$ cat src/rtl/tpu_pkg.sv
// tpu_pkg: shared operand widths, array size and FSM state type for the tpumac datapath.
package tpu_pkg;
    localparam int BITS_AB = 8;
    localparam int BITS_C = 32;
    localparam int DIM = 8;
    typedef enum logic [1:0] {IDLE, STREAM, DONE} state_t;
    typedef logic signed [BITS_AB-1:0] elem_t;
endpackage

$ cat src/rtl/skew_row.sv
// skew_row: one stored matrix row, emitting element k-ROW_IDX inside its window and 0 outside.
module skew_row #(
    parameter int BITS_AB = tpu_pkg::BITS_AB,
    parameter int DIM = tpu_pkg::DIM,
    parameter int ROW_IDX = 0
) (
    input logic clk,
    input logic rst_n,
    input logic we,
    input logic [DIM*BITS_AB-1:0] din,
    input logic [$clog2(2*DIM)-1:0] k,
    output logic [BITS_AB-1:0] a
);
    import tpu_pkg::*;
    localparam int KW = $clog2(2*DIM);
    localparam int AW = $clog2(DIM);
    logic [BITS_AB-1:0] row [DIM];
    logic [KW-1:0] off;
    always_ff @(posedge clk or negedge rst_n) begin
        if (!rst_n) for (int i = 0; i < DIM; i++) row[i] <= '0;
        else if (we) for (int i = 0; i < DIM; i++) row[i] <= din[i*BITS_AB +: BITS_AB];
    end
    assign off = k - KW'(ROW_IDX);
    // zero outside the window keeps the accumulating MACs clean
    assign a = (k >= KW'(ROW_IDX) && off < KW'(DIM)) ? row[off[AW-1:0]] : '0;
endmodule

$ cat src/rtl/skew_feeder.sv
// skew_feeder: streams a DIM x DIM operand matrix into the systolic A edge with row r delayed r cycles.
// Optional SKEW_FEEDER_WR_GUARD_EN drops loads while busy and raises sticky wr_err.
module skew_feeder #(
    parameter int BITS_AB = tpu_pkg::BITS_AB,
    parameter int DIM = tpu_pkg::DIM
) (
    input logic clk,
    input logic rst_n,
    input logic WrEn,
    input logic [$clog2(DIM)-1:0] Arow,
    input logic [DIM*BITS_AB-1:0] Ain,
    input logic start,
    output logic [DIM*BITS_AB-1:0] Aout,
    output logic mac_en,
    output logic busy,
    output logic done,
    output logic wr_err
);
    import tpu_pkg::*;
    localparam int KW = $clog2(2*DIM);
    localparam int AW = $clog2(DIM);
    localparam int LAST = 2*DIM-2;
    state_t state, state_n;
    logic [KW-1:0] k, k_n;
    logic [DIM*BITS_AB-1:0] lanes, aout_n;
    logic wr_ok;
    always_ff @(posedge clk or negedge rst_n) begin
        if (!rst_n) state <= IDLE;
        else state <= state_n;
    end
    always_comb begin
        state_n = (state == IDLE) ? ((start && !WrEn) ? STREAM : IDLE) :
                  (state == STREAM) ? ((k == KW'(LAST)) ? DONE : STREAM) : IDLE;
    end
    // rows see the upcoming k so the registered Aout lines up with mac_en
    always_comb begin
        k_n = (state == STREAM) ? k + 1'b1 : '0;
        aout_n = (state_n == STREAM) ? lanes : '0;
    end
    always_ff @(posedge clk or negedge rst_n) begin
        if (!rst_n) begin
            k <= '0;
            Aout <= '0;
            mac_en <= 1'b0;
            done <= 1'b0;
        end else begin
            k <= (state_n == STREAM) ? k_n : '0;
            Aout <= aout_n;
            mac_en <= state_n == STREAM;
            done <= state_n == DONE;
        end
    end
    assign busy = state != IDLE;
    for (genvar r = 0; r < DIM; r++) begin : g_row
        skew_row #(.BITS_AB(BITS_AB), .DIM(DIM), .ROW_IDX(r)) u_row (
            .clk(clk),
            .rst_n(rst_n),
            .we(wr_ok && Arow == AW'(r)),
            .din(Ain),
            .k(k_n),
            .a(lanes[r*BITS_AB +: BITS_AB])
        );
    end
`ifdef SKEW_FEEDER_WR_GUARD_EN
    assign wr_ok = WrEn && !busy;
    always_ff @(posedge clk or negedge rst_n) begin
        if (!rst_n) wr_err <= 1'b0;
        else if (WrEn && busy) wr_err <= 1'b1;
    end
`else
    assign wr_ok = WrEn;
    assign wr_err = 1'b0;
`endif
endmodule

$ cat config.mk
export PLATFORM = sky130hd
export DESIGN_NAME = skew_feeder
export DESIGN_NICKNAME = d
export VERILOG_FILES = /design/src/rtl/tpu_pkg.sv /design/src/rtl/skew_row.sv /design/src/rtl/skew_feeder.sv
export SDC_FILE = /design/constraint.sdc
export NUM_CORES = 1
export LEC_CHECK = 0
export ABC_CLOCK_PERIOD_IN_PS = 3300
export BUFFER_PORTS_ARGS = -buffer_cell sky130_fd_sc_hd__buf_4
export CAP_MARGIN = 10
export CORE_ASPECT_RATIO = 0.6
export CORE_MARGIN = 4
export CORE_UTILIZATION = 45
export DETAILED_ROUTE_END_ITERATION = 7
export GPL_TIMING_DRIVEN = 0
export HOLD_SLACK_MARGIN = 0.1
export PLACE_DENSITY_LB_ADDON = 0.1
export SLEW_MARGIN = 5
export SYNTH_ARGS = -nofsm -noshare
export SYNTH_HDL_FRONTEND = slang
export SYNTH_SLANG_ARGS = --single-unit
$ cat constraint.sdc
create_clock -name clk -period 3.3 [get_ports clk]
set_input_delay 0.825 -clock clk [delete_from_list [all_inputs] [get_ports clk]]
set_output_delay 0.825 -clock clk [all_outputs]
set_load 0.005 [all_outputs]
== Word-level counts from Yosys, hierarchy flattened ==
Index checks and enable logic that the tools add are counted.
Cells by class
  shift operators: 0
  divide/modulo/power cells: 0
  magnitude comparators: 24
  add/subtract/negate cells: 8
  $mul: 0
  bitwise operators: 8
  reduce and logical (&&, ||, !) cells: 21
  mux-type cells: 39
  eq/ne operators: 11
Operators with widths (count)
  binary-select mux 8 bit (select 3 bit): 8
  2-to-1 mux 8 bit: 24
  2-to-1 mux 64 bit: 1
  >= comparator 4 bit, second input constant: 8
  less-than comparator 4 bit, second input constant: 8
  inverter 3 -> 4 bit: 8
  logical AND 1 bit: 17
  >= comparator 4 x 3 -> 1 bit, second input constant: 4
  subtractor 4 x 3 -> 4 bit, second input constant: 4
  equality test 3 bit, second input constant: 4
  >= comparator 4 x 1 -> 1 bit, second input constant: 2
  >= comparator 4 x 2 -> 1 bit, second input constant: 2
  2-to-1 mux 4 bit: 2
  subtractor 4 x 2 -> 4 bit, second input constant: 2
  equality test 3 x 2 -> 1 bit, second input constant: 2
  2-to-1 mux 2 bit: 3
  adder 4 x 1 -> 4 bit, second input constant: 1
  equality test 2 x 1 -> 1 bit, second input constant: 2
  equality test 4 bit, second input constant: 1
  subtractor 4 x 1 -> 4 bit, second input constant: 1
  equality test 3 x 1 -> 1 bit, second input constant: 1
  zero test 3 bit: 1
  equality test 2 bit, second input constant: 1
  zero test 2 bit: 1
  other kinds (3): 3
Storage, ports and cells
  output and inout bits: 68
  input port bits: 71
  bits in read-only memories: 0
  bits in latches: 0
  memories: 0
  memory bits (writable): 0
  flip-flop bits (word level): 584
  word-level logic and storage cells: 180

== Logic depth before layout (Yosys ltp) ==
  depth after elaboration: 9
  depth in mapped cells: 13
  depth with buffers taken out: 9

== Hierarchy ==
Synthesis repeated with hierarchy kept, for this count alone.
Unflattened totals
  cells, all modules: 1765
  area, all modules: 26477.9 um^2
Modules (own cells, without submodules)
  skew_row (g_row[3].u_row): instances 1, area an instance 3072.9 um^2, cells each 210, seq. area each 1601.5 um^2
  skew_row (g_row[5].u_row): instances 1, area an instance 3056.7 um^2, cells each 209, seq. area each 1601.5 um^2
  skew_row (g_row[7].u_row): instances 1, area an instance 3049.2 um^2, cells each 216, seq. area each 1601.5 um^2
  skew_row (g_row[1].u_row): instances 1, area an instance 3019.1 um^2, cells each 209, seq. area each 1601.5 um^2
  skew_row (g_row[2].u_row): instances 1, area an instance 3001.6 um^2, cells each 209, seq. area each 1601.5 um^2
  skew_row (g_row[6].u_row): instances 1, area an instance 2977.9 um^2, cells each 186, seq. area each 1601.5 um^2
  skew_row (g_row[0].u_row): instances 1, area an instance 2919.0 um^2, cells each 173, seq. area each 1601.5 um^2
  skew_row (g_row[4].u_row): instances 1, area an instance 2889.0 um^2, cells each 170, seq. area each 1601.5 um^2
  skew_feeder: instances 1, area an instance 2492.4 um^2, cells each 183, seq. area each 1801.7 um^2

== Worst setup path after synthesis ==
OpenSTA, ideal clock, no wires.
  path kind: reg-to-reg
  start point: register k[0]
  end point: register Aout[44]
  period minus slack after synthesis: 3005 ps
  path buffers: 3
  path slack: 295 ps
  stages on the path, launching flop included: 11
  required time: 3196 ps
  library setup time: 104 ps
  data arrival time: 2902 ps
  cell sequence: dfrtp_1 -> inv_1 -> ha_1 -> or3b_2 -> clkbuf_1 -> ha_1 -> clkbuf_1 -> clkbuf_1 -> mux4_2 -> o21ai_0 -> a221oi_1
On the way
  longest elaborated chain between the ends: 9
  elaborated cells between the ends (all ways): 17
  classes of those cells: 2 x add/sub; 2 x order compare; 2 x eq/ne; 9 x mux; 1 x bitwise; 1 x reduce/logical
Ends and longest elaborated chain
  start: declaration: RTL line skew_feeder.sv:24  | logic [KW-1:0] k, k_n;
  start signal: assignment: RTL line skew_feeder.sv:47  | k <= (state_n == STREAM) ? k_n : '0;
  adder 4 x 1 -> 4 bit: RTL line skew_feeder.sv:37  | k_n = (state == STREAM) ? k + 1'b1 : '0;
  2-to-1 mux 4 bit: RTL line skew_feeder.sv:37
  subtractor 4 x 3 -> 4 bit: RTL line skew_row.sv:23  | assign off = k - KW'(ROW_IDX);
  inverter 3 -> 4 bit (implied by the code): RTL line skew_row.sv:25  | assign a = (k >= KW'(ROW_IDX) && off < KW'(DIM)) ? row[off[AW-1:0]] : '0;
  binary-select mux 8 bit (select 3 bit): RTL line skew_row.sv:25
  2-to-1 mux 8 bit (implied by the code) (2 in series): RTL line skew_row.sv:25
  2-to-1 mux 8 bit: RTL line skew_row.sv:25
  2-to-1 mux 64 bit (*): RTL line skew_feeder.sv:38  | aout_n = (state_n == STREAM) ? lanes : '0;
  named net aout_n[44]: RTL line skew_feeder.sv:25  | logic [DIM*BITS_AB-1:0] lanes, aout_n;
  end signal: assignment: RTL line skew_feeder.sv:48  | Aout <= aout_n;
  end: declaration: RTL line skew_feeder.sv:13  | output logic [DIM*BITS_AB-1:0] Aout,
The timed path passes the listed nets; every way through them passes the cells marked *. The select of a mux whose other input is x is not followed.
A chain may end at the register's enable or synchronous reset.

== Final worst setup path ==
  start point: register k[0]
  end point: register Aout[33]
Same word-level chain as after synthesis.

==> summary.txt <==
Synthesis
  • Synth Cell Area: 0.02554 mm2
  • Yosys top cell by area: dfrtp_1
  • Post-synth top flop: dfrtp_1
  • Yosys cell types: 50
  • Seq cells post-synth: 584
  • Synth Instances: about 1,700
  • Most common cell in the netlist: dfrtp_1
  • Yosys warnings: 0
  • Share of the synthesized area in the top cell type: 0.5722
  • Synthesized Nets: between 1,500 and 2,000
  • Seq/Total Area, Yosys: 0.5722
  • Post-synthesis average cell area: about 15 um2
  • Async S/R FF share, synth: 1.000
  • Post-synth EDFFs: 0
  • Leading post-synthesis cells by cell area: dfrtp_1 57%, mux2_2 23%, mux4_2 5.3%
  • Top cells by count, synth: 584 x dfrtp_1, 513 x mux2_2, 131 x nand2_1

STA
  • Worst-Margin Slew: about 1100 ps
  • Period utilisation layout: 1.008
  • Period minus WS final: about 3300 ps
  • Final Hold Viols: 0
  • Worst hold margin: 268.9 ps
  • Total negative slack: -33.92 ps
  • RSZ-0062 raised after global routing: yes
  • Clock Skew: 21.82 ps
  • Maximum clock frequency: approximately 300 MHz
  • Final setup vio count: 2
  • Final number of max-transition violations: 0
  • PnR worst setup slack: -27.02 ps
  • Max_slew headroom: 0.2546

Die
  • Die Width: 315.6 um
  • # IOs: 139
  • Die H: roughly 190 um
  • Core region area: ~0.056 mm2
  • Initial Util: 0.4561
  • Die ar.: just over 0.06 mm2
  • Cell row count: 67

GRT
  • First-pass GRT wire length: about 120,000 um
  • Total grt overflow: 0
  • Largest net degree at the start of global routing: 117
  • Initial antenna violation count: 25
  • Gr usage total: 0.2856
  • Vias in the first global route: about 17,000

Route
  • Wire per inst: roughly 31 um
  • DR vias: 16,751
  • Detailed Route WL: between 80,000 and 90,000 um
  • Uppermost layer routed: met4
  • DR WL met3: ~8300 um
  • Antenna-violating nets left: 0
  • Initial DRC count: between 1,500 and 2,000
  • Routed met1 length: 38,260 um
  • Vias per inst: between 6 and 7
  • Routed wl met2: roughly 37,000 um
  • Remaining DRCs: 0
  • Drt first pass iters: 5

Pwr
  • P_sw: 11,920 uW
  • Pwr dens: between 1000 and 1500 mW/mm2
  • Power Internal: roughly 19,000 uW
  • Maximum vdd drop: between 0.6 and 0.7 mV
  • Clock share of power: 0.230
  • Combinational power share: 0.453
  • Register share of total power: 0.318
  • Sw Share: 0.3903
  • P_leak: around 0.013 uW

Clock network
  • H-tree depth: 2
  • Clock latency on the worst-skew pair: 610 ps
  • Worst-path clk slew: 60 ps
  • Root Buffer: clkbuf_16
  • TritonCTS buffer count: 56
  • # clock sinks: around 580
  • CTS tree: done
  • Clock buffer depth: 3

Worst setup path
  • Critical path's slowest cell: clkbuf_1
  • Peak fanout along the critical path: 10
  • CP Cell Sequence: inv_1 > ha_1 > or3b_2 > clkbuf_1 > nor2_1 > clkbuf_1 > a32oi_1 > and3_1
  • Slowest stage delay, CP: a little under 600 ps
  • Worst path required time: around 3800 ps
  • Flop2flop setup slack: -30 ps
  • Critical Path AT: around 3800 ps
  • Most numerous cell on the critical path: clkbuf_1
  • Type of destination of the critical path: register
  • Setup crit start kind: register
  • Critical path type: register to register

Run status
  • Failing checks: setup timing
  • Status: complete, but fails checks

Placed design
  • HPWL Detailed: between 60,000 and 70,000 um
  • Placed inst area: about 0.028 mm2
  • Placer Congestion: 0.8812
  • Worst slack, placed: -1441 ps
  • Port bufs: about 140

Cells and area
  • Design area: about 0.030 mm2
  • Nets: between 2,000 and 2,500
  • Synth-to-Final Area Change: 16.95%
  • Share of layout cells above drive strength 1: 0.4532

Hold path
  • Hold crit path type: input pin to async pin

Job
  • Max cap viols: 0
## sequential cells by signal (all words and copies together) (netlist names)
signal           cells
Aout                64
done                 1
g_row.u_row.row    512
k                    4
mac_en               1
state                2
## routing by layer
layer / vias to the layer above / track usage
met5: - / 0.003247
met4: 0 / 0.07898
met3: 145 / 0.06848
met2: 813 / 0.4205
met1: 8923 / 0.4241
li1: 6870 / -
## through the flow
stage                     utilization  cells  total power (uW)
final                          0.5334   2748             30540
after floorplan                     -   1746             17560
after detailed placement       0.4940   2646             23020
after global routing           0.5334   2747             31740
after global placement         0.4912   2640             22820
after CTS                      0.5326   2747             30420
## area by class of cell
class / instances / area [um2]
sequential: 584 / 14620
clock inverter: 21 / 322.8
inverter: 8 / 32.53
buffer: 117 / 644.4
timing repair buffer: 142 / 1174
antenna: 1 / 2.502
tap: 759 / 949.7
multi-input combinational: 1035 / 10440
fill: 4742 / 26130
clock buffer: 81 / 1687
## timing repair
| action | 4_1_cts | 5_1_grt |
|---|---|---|
| resized for setup | 43 | 20 |
| endpoints found under the hold margin | 0 | 0 |
| endpoints found under the setup margin | 39 | 50 |
| hold buffers | 0 | 0 |
| setup buffers | 0 | 1 |
| pin swaps | 1 | 1 |
## worst paths after layout
check	from	end	depth (start not counted)
setup / recovery	k[0]$_DFF_PN0_	Aout[33]$_DFF_PN0_	8
hold / removal	rst_n	g_row[4].u_row.row[48]$_DFFE_PN0P_	1
setup reg to reg	k[0]$_DFF_PN0_	Aout[33]$_DFF_PN0_	8
hold reg to reg	g_row[3].u_row.row[23]$_DFFE_PN0P_	g_row[3].u_row.row[23]$_DFFE_PN0P_	1
max in group asynchronous	rst_n	Aout[27]$_DFF_PN0_	4
min in group clk	g_row[3].u_row.row[23]$_DFFE_PN0P_	g_row[3].u_row.row[23]$_DFFE_PN0P_	1
## logic make-up after synthesis
logic type	count (synthesis)	synth area share
AO/OA/AOI/OAI	141	0.04272
XOR/XNOR	5	0.001715
adder cells (fa/ha/maj)	7	0.003429
buffers and inverters	127	0.02503
flip-flops	584	0.5722
multiplexers	644	0.3096
other	1	0.0001468
AND/OR/NAND/NOR	237	0.04517
## cells in the final DEF (no fill, tap or decap), drive strengths merged, types with 24 or more instances in the layout
master  netlist  routed
mux2i        67      67
a32o         32      32
buf          36     178
clkbuf       83     162
nand2       131     131
a32oi        30      30
nand3        38      38
mux2        513     513
o21ai        37      37
a211oi       24      24
mux4         64      64
dfrtp       584     584
## critical path: cells and delay by family, from the launching register on
family | cells | cell delay, ps
fa+ha+maj | 1 | 360
buf+inv | 3 | 870
flops | 1 | 440
simple gates | 3 | 1290
compound gates | 1 | 250
## power by group through the flow
| stage | logic, uW | registers (uW) | clock network (uW) |
|---|---|---|---|
| global route | 14400 | 9870 | 7430 |
| finish | 13800 | 9700 | 7010 |
| CTS | 13600 | 9680 | 7110 |
| detailed placement | 13200 | 9800 | 0 |
| global placement | 13100 | 9720 | 0 |
| floorplan | 8010 | 9540 | 0 |
(Power assumes the default switching activity.)
